==> src/rtl/ex_muldiv.sv <==
`default_nettype none
// ============================================================================
// Module      : ex_muldiv
// Description : EX-stage HI/LO unit. It provides an iterative or single-stage
//               multiply, an optional restoring divider (EX_DIV_EN) and the
//               MFHI/MTHI/MFLO/MTLO moves.
// Revision    : 1.0 - initial release
// ============================================================================
module ex_muldiv #(
  parameter int DATA_W   = 32,
  parameter int MUL_ITER = 1
) (
  input  logic              clk,
  input  logic              rst,
  input  logic              valid_in,
  input  logic              flush_in,
  input  logic [7:0]        aluop_in,
  input  logic [DATA_W-1:0] reg1_in,
  input  logic [DATA_W-1:0] reg2_in,
  input  logic [4:0]        wd_in,
  input  logic              wreg_in,
  output logic [4:0]        wd_out,
  output logic              wreg_out,
  output logic [DATA_W-1:0] wdata_out,
  output logic              stall_req_out,
  output logic [DATA_W-1:0] hi_out,
  output logic [DATA_W-1:0] lo_out,
  output logic              done_out,
  output logic              div_zero_out
);
  localparam logic [7:0] C_OP_MULT  = 8'b00011000;
  localparam logic [7:0] C_OP_MULTU = 8'b00011001;
  localparam logic [7:0] C_OP_DIV   = 8'b00011010;
  localparam logic [7:0] C_OP_MFHI  = 8'b00010000;
  localparam logic [7:0] C_OP_MTHI  = 8'b00010001;
  localparam logic [7:0] C_OP_MFLO  = 8'b00010010;
  localparam logic [7:0] C_OP_MTLO  = 8'b00010011;
  localparam int         C_CNT_W    = $clog2(DATA_W);
  localparam logic [C_CNT_W-1:0] C_CNT_LAST = C_CNT_W'(DATA_W - 1);

  typedef enum logic [1:0] {
    S_IDLE = 2'd0,
    S_MUL  = 2'd1,
    S_DIV  = 2'd2,
    S_DONE = 2'd3
  } state_t;

  state_t                r_state, w_state_nxt;
  logic [C_CNT_W-1:0]    r_cnt;
  logic [DATA_W-1:0]     r_hi, r_lo;
  logic                  r_neg_q;
  logic [2*DATA_W-1:0]   r_acc, r_mcand;
  logic [DATA_W-1:0]     r_mplier;

  logic                  w_is_mul, w_is_div, w_is_signed, w_accept, w_div_zero;
  logic                  w_a_neg, w_b_neg, w_wr_mul, w_wr_div;
  logic [DATA_W-1:0]     w_a_mag, w_b_mag, w_div_hi, w_div_lo;
  logic [2*DATA_W-1:0]   w_mul_step, w_mul_res;

  assign w_is_mul    = (aluop_in == C_OP_MULT) || (aluop_in == C_OP_MULTU);
  assign w_is_signed = (aluop_in == C_OP_MULT) || (aluop_in == C_OP_DIV);
  assign w_a_neg     = w_is_signed && reg1_in[DATA_W-1];
  assign w_b_neg     = w_is_signed && reg2_in[DATA_W-1];
  assign w_a_mag     = w_a_neg ? -reg1_in : reg1_in;
  assign w_b_mag     = w_b_neg ? -reg2_in : reg2_in;
  assign w_accept    = (r_state == S_IDLE) && valid_in && !flush_in && (w_is_mul || w_is_div);

  // One partial product per cycle; the sign is applied to the last sum only.
  assign w_mul_step  = r_acc + (r_mplier[0] ? r_mcand : '0);

  generate
    if (MUL_ITER == 0) begin : g_mul_comb
      logic [2*DATA_W-1:0] w_prod;
      assign w_prod    = {{DATA_W{1'b0}}, w_a_mag} * {{DATA_W{1'b0}}, w_b_mag};
      assign w_mul_res = (w_a_neg ^ w_b_neg) ? -w_prod : w_prod;
    end else begin : g_mul_iter
      assign w_mul_res = r_neg_q ? -w_mul_step : w_mul_step;
    end
  endgenerate

`ifdef EX_DIV_EN
  localparam logic [7:0] C_OP_DIVU = 8'b00011011;
  logic              r_dz, r_neg_r;
  logic [DATA_W:0]   r_rem;
  logic [DATA_W-1:0] r_quo, r_dvsr;
  logic [DATA_W:0]   w_shift, w_diff, w_rem_n;
  logic [DATA_W-1:0] w_quo_n;
  logic              w_ge;

  assign w_is_div   = (aluop_in == C_OP_DIV) || (aluop_in == C_OP_DIVU);
  assign w_div_zero = (reg2_in == '0);
  // Restoring step: the dividend shifts out of r_quo as quotient bits shift in.
  assign w_shift    = {r_rem[DATA_W-1:0], r_quo[DATA_W-1]};
  assign w_diff     = w_shift - {1'b0, r_dvsr};
  assign w_ge       = !w_diff[DATA_W];
  assign w_rem_n    = w_ge ? w_diff : w_shift;
  assign w_quo_n    = {r_quo[DATA_W-2:0], w_ge};
  assign w_div_lo   = r_neg_q ? -w_quo_n : w_quo_n;
  assign w_div_hi   = r_neg_r ? -w_rem_n[DATA_W-1:0] : w_rem_n[DATA_W-1:0];
  assign div_zero_out = (r_state == S_DONE) && r_dz;

  always_ff @(posedge clk) begin
    if (rst) begin
      r_dz    <= 1'b0;
      r_neg_r <= 1'b0;
      r_rem   <= '0;
      r_quo   <= '0;
      r_dvsr  <= '0;
    end else begin
      if (w_accept) r_dz <= w_is_div && w_div_zero;
      if (w_accept && w_is_div) begin
        r_neg_r <= w_a_neg;
        r_rem   <= '0;
        r_quo   <= w_a_mag;
        r_dvsr  <= w_b_mag;
      end else if (r_state == S_DIV) begin
        r_rem   <= w_rem_n;
        r_quo   <= w_quo_n;
      end
    end
  end
`else
  assign w_is_div     = 1'b0;
  assign w_div_zero   = 1'b0;
  assign w_div_hi     = '0;
  assign w_div_lo     = '0;
  assign div_zero_out = 1'b0;
`endif

  always_comb begin
    w_state_nxt   = r_state;
    stall_req_out = 1'b0;
    done_out      = 1'b0;
    unique case (r_state)
      S_IDLE: begin
        if (valid_in && w_is_mul) begin
          stall_req_out = 1'b1;
          w_state_nxt   = (MUL_ITER == 0) ? S_DONE : S_MUL;
        end else if (valid_in && w_is_div) begin
          stall_req_out = 1'b1;
          w_state_nxt   = w_div_zero ? S_DONE : S_DIV;
        end
      end
      S_MUL, S_DIV: begin
        stall_req_out = 1'b1;
        if (r_cnt == C_CNT_LAST) w_state_nxt = S_DONE;
      end
      S_DONE: begin
        done_out    = 1'b1;
        w_state_nxt = S_IDLE;
      end
    endcase
    if (flush_in) w_state_nxt = S_IDLE;
    if (rst) stall_req_out = 1'b0;
  end

  // Results land on the edge into DONE; a flush diverts that edge to IDLE.
  assign w_wr_mul = (w_state_nxt == S_DONE) &&
                    ((r_state == S_MUL) || ((r_state == S_IDLE) && w_is_mul));
  assign w_wr_div = (w_state_nxt == S_DONE) && (r_state == S_DIV);

  always_ff @(posedge clk) begin
    if (rst) begin
      r_state  <= S_IDLE;
      r_cnt    <= '0;
      r_hi     <= '0;
      r_lo     <= '0;
      r_neg_q  <= 1'b0;
      r_acc    <= '0;
      r_mcand  <= '0;
      r_mplier <= '0;
    end else begin
      r_state <= w_state_nxt;
      r_cnt   <= ((r_state == S_MUL || r_state == S_DIV) && w_state_nxt == r_state) ?
                 r_cnt + C_CNT_W'(1) : '0;
      if (w_accept) begin
        r_neg_q  <= w_a_neg ^ w_b_neg;
        r_acc    <= '0;
        r_mcand  <= {{DATA_W{1'b0}}, w_a_mag};
        r_mplier <= w_b_mag;
      end else if (r_state == S_MUL) begin
        r_acc    <= w_mul_step;
        r_mcand  <= r_mcand << 1;
        r_mplier <= r_mplier >> 1;
      end
      if (r_state == S_IDLE && valid_in && !flush_in) begin
        if (aluop_in == C_OP_MTHI) r_hi <= reg1_in;
        if (aluop_in == C_OP_MTLO) r_lo <= reg1_in;
      end
      if (w_wr_mul) begin
        r_hi <= w_mul_res[2*DATA_W-1:DATA_W];
        r_lo <= w_mul_res[DATA_W-1:0];
      end else if (w_wr_div) begin
        r_hi <= w_div_hi;
        r_lo <= w_div_lo;
      end
    end
  end

  assign hi_out    = r_hi;
  assign lo_out    = r_lo;
  assign wd_out    = rst ? 5'd0 : wd_in;
  assign wreg_out  = !rst && wreg_in && ((aluop_in == C_OP_MFHI) || (aluop_in == C_OP_MFLO));
  assign wdata_out = rst                     ? '0   :
                     (aluop_in == C_OP_MFHI) ? r_hi :
                     (aluop_in == C_OP_MFLO) ? r_lo : '0;

endmodule
`default_nettype wire

==> config.mk <==
export PLATFORM = sky130hd
export DESIGN_NAME = ex_muldiv
export DESIGN_NICKNAME = d
export VERILOG_FILES = /design/src/rtl/ex_muldiv.sv
export SDC_FILE = /design/constraint.sdc
export NUM_CORES = 1
export LEC_CHECK = 0
export ABC_CLOCK_PERIOD_IN_PS = 6300
export BUFFER_PORTS_ARGS = -buffer_cell sky130_fd_sc_hd__buf_2
export CAP_MARGIN = 0
export CORE_MARGIN = 2
export CORE_UTILIZATION = 40
export CTS_BUF_LIST = sky130_fd_sc_hd__clkbuf_8 sky130_fd_sc_hd__clkbuf_16
export DETAILED_ROUTE_END_ITERATION = 8
export GPL_TIMING_DRIVEN = 0
export MAX_ROUTING_LAYER = met4
export SYNTH_ARGS = -nofsm -noshare
export SYNTH_HDL_FRONTEND = slang
export SYNTH_SLANG_ARGS = --single-unit
==> constraint.sdc <==
create_clock -name clk -period 6.3 [get_ports clk]
set_clock_uncertainty 0.1 [all_clocks]
set_input_delay 0.63 -clock clk [delete_from_list [all_inputs] [get_ports clk]]
set_output_delay 0.63 -clock clk [all_outputs]
set_load 0.02 [all_outputs]
Word-level counts from Yosys, hierarchy flattened --
Cells that the tools add are included.
Cells by class: $add $sub $neg 5, equality and inequality tests 13, mux-type cells 28, bitwise logic cells 2, reduce and logical (&&, ||, !) cells 29
Operator list (number):
- $mux W32 | 17
- $mux W64 | 2
- $add A64 B64 Y64 | 1
- $neg A32 Y32 | 2
- $neg A64 Y64 | 1
- $eq A8 B5 Y1 const B | 7
- $logic_and A1 B1 Y1 | 12
- $reduce_bool A3 Y1 | 3
- $eq A2 B2 Y1 const B | 3
- $mux W2 | 3
- $pmux W2 S3 | 1
- $reduce_or A2 Y1 | 3
- $add A5 B1 Y5 const B | 1
- $eq A5 B5 Y1 const B | 1
- $logic_or A1 B1 Y1 | 5
- $mux W5 | 1
- $reduce_and A2 Y1 | 2
- $mux W1 | 3
- $eq A2 B1 Y1 const B | 1
- $eq A2 B2 Y1 | 1
- $logic_not A1 Y1 | 2
- $logic_not A2 Y1 | 1
- $pmux W1 S2 | 1
- $reduce_bool A2 Y1 | 1
- 2 further kinds | 2
Storage, ports and cells: register bits after elaboration 232, output and inout port bits 105, word-level logic and storage cells 86

Depth between registers and ports, before layout --
Gate-level depths: netlist of run 1.
depth after elaboration 10, gate-level depth with buffers 19

Worst setup path after synthesis of run 1 --
OpenSTA, ideal clock, no wires.
path type reg2reg, start point reg r_mplier[0], end point reg r_hi[31], in the netlist hi_out[31], arrival time 4.540 ns, setup slack 1.586 ns, cell stages (with the launch flop) 19, buffers on the path 2, clock period less this slack 4.714 ns, cell sequence dfxtp_1 clkbuf_1 and2_1 ha_1 inv_1 fa_1 and2b_1 o2111a_1 o21ai_2 o21ai_1 a311oi_1 or3_4 or3_1 buf_2 and4b_1 nand4_4 or3_1 or4_1 a31oi_1
On the way: longest elaborated chain between the ends 5
Ends and longest elaborated chain:
- start, declared | line 53 | logic [DATA_W-1:0] r_mplier;
- start signal, assigned | line 180 | r_mplier <= w_b_mag;
- start signal, assigned | line 184 | r_mplier <= r_mplier >> 1;
- $mux W64 (*) | line 69 | assign w_mul_step = r_acc + (r_mplier[0] ? r_mcand : '0);
- $add A64 B64 Y64 (*) | line 69
- $neg A64 Y64 | line 77 | assign w_mul_res = r_neg_q ? -w_mul_step : w_mul_step;
- $mux W64 (*) | line 77
- $mux W32 (*) | line 190 | if (w_wr_mul) begin
- end signal, assigned | line 187 | if (aluop_in == C_OP_MTHI) r_hi <= reg1_in;
- end signal, assigned | line 191 | r_hi <= w_mul_res[2*DATA_W-1:DATA_W];
- end signal, assigned | line 194 | r_hi <= w_div_hi;
- end, declared | line 50 | logic [DATA_W-1:0] r_hi, r_lo;
Every way passes the cells marked *; elsewhere a longest branch is shown, timed or not. A chain may end at the register's enable or synchronous reset.

Worst setup path in the final report of run 1 --
start point reg r_mplier[0], end point reg r_hi[26], in the netlist hi_out[26]
The elaborated chain is that of the path after synthesis.

==> qor.txt, run 1 <==
Outcome = finished, final reports clean
Postcts setup bufs = 0
Max_slew headroom = 0.153
Crit path from = r_mplier[0]
Reg2Reg Capture Point = hi_out[26]
Nets@finish = 2716
Filler cells = 4462
Worst Path Required = 6.67 ns
Power Dens Cells = 163 mW/mm^2
Worst Hold Path Cells = 3
Crit Path Class = reg2reg
Vias in the first global route = 17500
Worst r2r src = r_mplier[0]
P_leak = 7.97 nW
Layout cells sized above 1 = 0.119
Slew @ Worst Pin = 1.27 ns
Period utilisation layout = 0.954
Post-Syn Instances = 2347
Hold WC Path Type = in2reg
Reg2Reg Depth = 17
Clock Power Share = 0.518
GRT Overall Usage = 0.311
Die ar. = 0.0466 mm^2
Final Slew Violations = 0
FP Rows = 77
Fmax = 166 MHz
Yosys warns = 0
Synth Flop Type = dfxtp_1
Layout area overhead = 15.1%
Pin count of the biggest net entering global routing = 16
Worst slack at placement = -0.820 ns
Internal Power = 2.53 mW
RePlAce Congestion = 1.00
CTS tree = yes
Global route total overflow = 0
Port bufs = 182
CP Launch Type = flop
Critical-path maximum fanout = 10
IO Pins = 187
Critical path capture point type = flop
Min-Delay Endpoint = r_mplier[31]
Sequential share of the synthesized area = 0.258
Antenna violations before repair = 1
Tmin final = 6.01 ns
Die height = 216 um
Post_cts resized = 5
WL final = 72900 um
H-tree Lvls = 1
Hold Buf Count CTS = 0
Final hold vios = 0
Max_cap viols = 0
Sum Neg Setup Slack = 0 ns
Synthesized cell area = 0.0180 mm^2
Combinational power share = 0.047
DR iter-0 viols = 1544
Core area = 0.0443 mm^2
Skew-Pair Late Insertion Delay = 0.61 ns
P_sw = 849 uW
Drt pass-1 iters = 6
Min-delay src = reg2_in[31]
Worst EP arrival = 6.38 ns
Syn Area/Cell = 7.66 um^2
Flop pwr share = 0.435
Root Driver = clkbuf_16
Syn nets = 2503
Post-DR wirelength/cell = 22.9 um
R2R setup slack = 0.29 ns
RSZ-0062 raised after global routing = false
Clock sink count = 232
Global-route wire length before repair = 109000 um
DRC = 0
Vias per cell = 5.93
TritonCTS Buffers = 29
HPWL reported at the end of detailed placement = 58800 um
Setup ws final = 0.287 ns
Max Buffers Root-to-Sink = 3
Chip Width = 216 um
Maximum vdd drop = 0.000207 V
Routed Antenna Nets = 0
Number of synthesized flops with an enable pin = 0
Yosys reg bits = 232
Starting density of the core = 0.406
Asr flop ratio synth = 0
Clock transition at path regs = 0.06 ns
Unique masters post-synth = 97
Final setup fails = 0
Sw Ratio = 0.251
Routed via count = 18800
[logic make-up after synthesis]
kind of cell	count (synthesis)	synth area share
adder cells (fa/ha/maj)	74	0.0519
flip-flops	232	0.258
AO/OA/AOI/OAI	597	0.226
XOR/XNOR	154	0.0750
other	1	0.000209
AND/OR/NAND/NOR	911	0.246
buffers and inverters	202	0.0439
multiplexers	176	0.0980
[routing by layer]
metal,track usage,wire length [um]
met5,-,0
met3,0.0420,5010
met2,0.491,32800
met4,0.104,2680
met1,0.409,32400
[cell usage after synthesis (19+ instances only)]
library cell | n | area, um^2
xor2_1 | 52 | 455
ha_1 | 73 | 913
a311oi_1 | 23 | 201
nand3_1 | 41 | 205
xnor2_1 | 102 | 893
a211oi_1 | 82 | 616
o31ai_1 | 30 | 225
a221oi_1 | 25 | 219
and2_1 | 77 | 482
clkbuf_1 | 130 | 488
nand2_1 | 168 | 631
and3_1 | 19 | 119
nor2_1 | 369 | 1390
dfxtp_1 | 232 | 4640
o21ai_0 | 86 | 430
nand4_1 | 28 | 175
mux2i_1 | 176 | 1760
or3_1 | 24 | 150
a21o_1 | 23 | 173
a31oi_1 | 22 | 138
a21oi_1 | 151 | 756
nor3_1 | 73 | 365
inv_1 | 45 | 169
[worst max-delay path by stage]
| stage | endpoint | cells after the start | slack (ns) |
|---|---|---|---|
| global route | hi_out[31] | 17 | 0.03 |
| finish | hi_out[26] | 17 | 0.29 |
| detailed placement | hi_out[5] | 17 | -0.82 |
| CTS | hi_out[31] | 17 | 0.08 |
| global placement | hi_out[5] | 15 | -1.02 |
| floorplan | hi_out[31] | 18 | 1.59 |
[flip-flops by register name, indices dropped and copies added, names as in the netlist]
| signal | flops |
|---|---|
| hi_out | 32 |
| lo_out | 32 |
| r_acc | 64 |
| r_cnt | 5 |
| r_mcand | 64 |
| r_mplier | 32 |
| r_neg_q | 1 |
| r_state | 2 |
[final cells by class]
| class | instances | area (um^2) | share of cell area |
|---|---|---|---|
| Clock buffer | 33 | 781 | 0.0377 |
| Multi-Input combinational cell | 1913 | 12600 | 0.610 |
| Sequential cell | 232 | 4640 | 0.224 |
| Buffer | 157 | 623 | 0.0301 |
| Clock inverter | 20 | 206 | 0.00998 |
| Timing Repair Buffer | 182 | 911 | 0.0440 |
| Antenna cell | 2 | 5.00 | 0.000242 |
| Tap cell | 592 | 741 | 0.0358 |
| Inverter | 45 | 169 | 0.00816 |
[stage by stage]
| stage | instances | hold WS, ns | power [mW] | util | cell area (um^2) |
|---|---|---|---|---|---|
| after floorplan | 2347 | 0.318 | 1.57 | - | 18000 |
| after global placement | 3121 | 0.332 | 1.66 | 0.443 | 19600 |
| after detailed placement | 3121 | 0.340 | 1.66 | 0.443 | 19600 |
| after CTS | 3174 | 0.221 | 3.40 | 0.466 | 20600 |
| after global routing | 3175 | 0.237 | 3.46 | 0.467 | 20700 |
| final | 3176 | 0.236 | 3.38 | 0.467 | 20700 |
[layout by cell type, fill, tap and decap left out, types with 9 or more instances in the layout]
cell type  synthesis  final
a211oi_1          82     82
a21o_1            23     23
a21oi_1          151    151
a221oi_1          25     25
a311oi_1          23     23
a31oi_1           22     21
and2_1            77     77
and3_1            19     19
and4_1            10     10
buf_1             12     12
buf_2             12    195
clkbuf_1         130    127
clkbuf_16          0     29
dfxtp_1          232    232
ha_1              73     73
inv_1             45     47
mux2i_1          176    176
nand2_1          168    168
nand2b_1           9      9
nand3_1           41     41
nand4_1           28     28
nor2_1           369    369
nor3_1            73     71
nor4_1            13     12
o211ai_1          13     13
o21a_1            12     12
o21ai_0           86     86
o21ai_1           17     17
o21bai_1          13     13
o22ai_1           12     12
o31ai_1           30     30
o41ai_1           17     17
or2_2              9      9
or3_1             24     24
or4_1             13     13
xnor2_1          102    101
xor2_1            52     52
[worst max-delay path, cell delays in order, from the launching register on]
cell and delay (ns):
dfxtp_1 0.33, buf_2 0.43, clkbuf_2 0.45, nand2_1 0.17
fa_1 0.46, and2b_1 0.29, o2111a_1 0.34, o21ai_2 0.14
o21ai_1 0.31, a311oi_1 0.33, or3_4 0.47, or3_1 0.30
buf_2 0.17, nor4_4 0.44, nand4_1 0.28, o41ai_1 0.40
xor2_1 0.32, o22ai_1 0.13
[power by group through the flow]
stage / Combinational [mW] / Clock [mW] / Sequential, mW
global route: 0.169 / 1.82 / 1.47
detailed placement: 0.156 / 0 / 1.50
CTS: 0.157 / 1.78 / 1.47
floorplan: 0.0710 / 0 / 1.50
global placement: 0.156 / 0 / 1.50
finish: 0.160 / 1.75 / 1.47
(Power assumes the default switching activity.)
==> run 2, diff against run 1 <==
- CORE_UTILIZATION: 40 -> 35
- SKIP_LAST_GASP: unset -> 1
==> qor.txt, run 2 (same netlist as run 1, synthesis figures left out) <==
FP Rows = 83
DRC = 0
Largest stage delay on the critical path = 0.48 ns
IO Pins = 187
Skew-Pair Late Insertion Delay = 0.60 ns
Critical path capture point type = flop
Die height = 231 um
Layout cells sized above 1 = 0.118
Fmax = 163 MHz
Root Driver = clkbuf_16
Worst r2r src = r_mplier[0]
Power Dens Cells = 159 mW/mm^2
Antenna violations before repair = 1
Commonest non-fill, non-tap cell in the layout = nor2_1
Clock sink count = 232
WL final = 74900 um
Period utilisation layout = 0.973
Pin count of the biggest net entering global routing = 16
RSZ-0062 raised after global routing = true
Global-route wire length before repair = 112000 um
Cell Chain, Critical Path = clkbuf_4 > clkbuf_2 > nand2_1 > fa_1 > and2b_1 > o2111a_1 > o21ai_2 > o21ai_1 > a311oi_1 > or3_4 > or3_1 > buf_2 > and4b_1 > nand4_4 > or3_1 > or4_1 > a31oi_1
Starting density of the core = 0.352
Crit path max-delay family = simple AND/OR/NAND/NOR gates
Max Buffers Root-to-Sink = 3
CP Launch Type = flop
Slowest CP cell = or4_1
Max_cap viols = 0
Drt pass-1 iters = 6
HPWL reported at the end of detailed placement = 60900 um
CP Depth = 17
Crit Path Class = reg2reg
Crit path from = r_mplier[0]
Final setup fails = 0
Slew @ Worst Pin = 1.19 ns
Post-DR wirelength/cell = 23.0 um
Final Slew Violations = 0
CP most frequent cell = or3_1
R2R setup slack = 0.17 ns
RePlAce Congestion = 0.990
GRT Overall Usage = 0.280
Sum Neg Setup Slack = 0 ns
Area post-placement = 0.0197 mm^2
Layout area overhead = 15.7%
Vias in the first global route = 18100
Outcome = finished, final reports clean
Core area = 0.0510 mm^2
Routed via count = 19000
Chip Width = 231 um
Worst path buffer plus inverter count = 3
DR iter-0 viols = 1630
Filler cells = 5399
CTS tree = yes
Worst EP arrival = 6.52 ns
Global route total overflow = 0
TritonCTS Buffers = 28
Tmin final = 6.13 ns
Die ar. = 0.0532 mm^2
Final hold vios = 0
Crit path to = hi_out[31]
Nets@finish = 2715
H-tree Lvls = 1
Critical-path maximum fanout = 10
Port bufs = 182
Most frequent cells in the layout = 369 x nor2_1, 232 x dfxtp_1, 194 x buf_2
Routed Antenna Nets = 0
Maximum vdd drop = 0.000194 V
Reg2Reg Depth = 17
Biggest regs = r_acc (64), r_mcand (64)
Final Instance Area = 0.0208 mm^2
Clock transition at path regs = 0.06 ns
Vias per cell = 5.82
Hold WC Path Type = in2reg
Worst Path Required = 6.69 ns
Max_slew headroom = 0.208
P_leak = 7.95 nW
Reg2Reg Capture Point = hi_out[31]
==> run 2: changes by cell type in the layout (fill, tap and decap cells not counted), sizes merged <==
| cell | before | now |
|---|---|---|
| inv | 49 | 48 |
| clkinvlp | 3 | 4 |
| bufinv | 3 | 2 |
| buf | 210 | 209 |
==> run 2: worst min path at each step <==
stage | cells past startpoint | slack, ns | end | from
4_1_cts | 3 | 0.22 | r_mplier[31] | reg2_in[31]
6_report | 3 | 0.25 | r_mplier[31] | reg2_in[31]
5_1_grt | 3 | 0.26 | r_mplier[31] | reg2_in[31]
2_1_floorplan | 1 | 0.32 | r_cnt[0] | r_cnt[0]
3_5_place_dp | 1 | 0.36 | r_cnt[0] | r_cnt[0]
3_3_place_gp | 1 | 0.33 | r_cnt[0] | r_cnt[0]
==> run 2: metal layers <==
metal  global-route usage  vias up  wire [um]
met2                0.454      714      34300
met4               0.0893        0       2730
li1                     -     8964          -
met5                    -        -          0
met3               0.0375      138       5100
met1                0.359     9173      32800
==> run 2: final cells by class <==
| type | count | area [um^2] | area share |
|---|---|---|---|
| diodes | 2 | 5.00 | 0.000241 |
| plain buffers | 157 | 624 | 0.0300 |
| clock buffers | 32 | 756 | 0.0364 |
| clock inverters | 19 | 189 | 0.00909 |
| inverters | 45 | 169 | 0.00812 |
| multi-input cells | 1913 | 12600 | 0.608 |
| flip-flops and latches | 232 | 4640 | 0.223 |
| well taps | 680 | 851 | 0.0409 |
| repair buffers | 182 | 911 | 0.0438 |
==> run 2: through the flow <==
step | total power [mW] | setup WS [ns] | hold slack [ns] | std cells | util
after floorplan | 1.57 | 1.59 | 0.318 | 2347 | -
after global placement | 1.66 | -1.03 | 0.330 | 3209 | 0.387
after detailed placement | 1.66 | -0.933 | 0.355 | 3209 | 0.387
after CTS | 3.32 | -0.0483 | 0.223 | 3260 | 0.406
after global routing | 3.39 | -0.0450 | 0.262 | 3261 | 0.408
final | 3.31 | 0.171 | 0.247 | 3262 | 0.408
==> run 2: repair_timing <==
item                                    in CTS  in global routing
buffers inserted                             0                  0
gates resized for setup                      7                 13
endpoints found under the setup margin      40                 33
hold buffers                                 0                  0
==> run 2: power breakdown <==
part	total, mW	internal, mW	switching [mW]
logic	0.161	0.0503	0.111
registers	1.47	1.47	0.00135
clock network	1.67	0.948	0.727
==> run 2: worst reg2reg max path: cells and delay by family, from the launching register on <==
family / cells / cell delay (ns)
AOI/OAI and AO/OA: 5 / 1.33
adders and majority gates: 1 / 0.45
buffers and inverters: 3 / 0.98
DFF: 1 / 0.44
and+or+nand+nor: 8 / 2.73
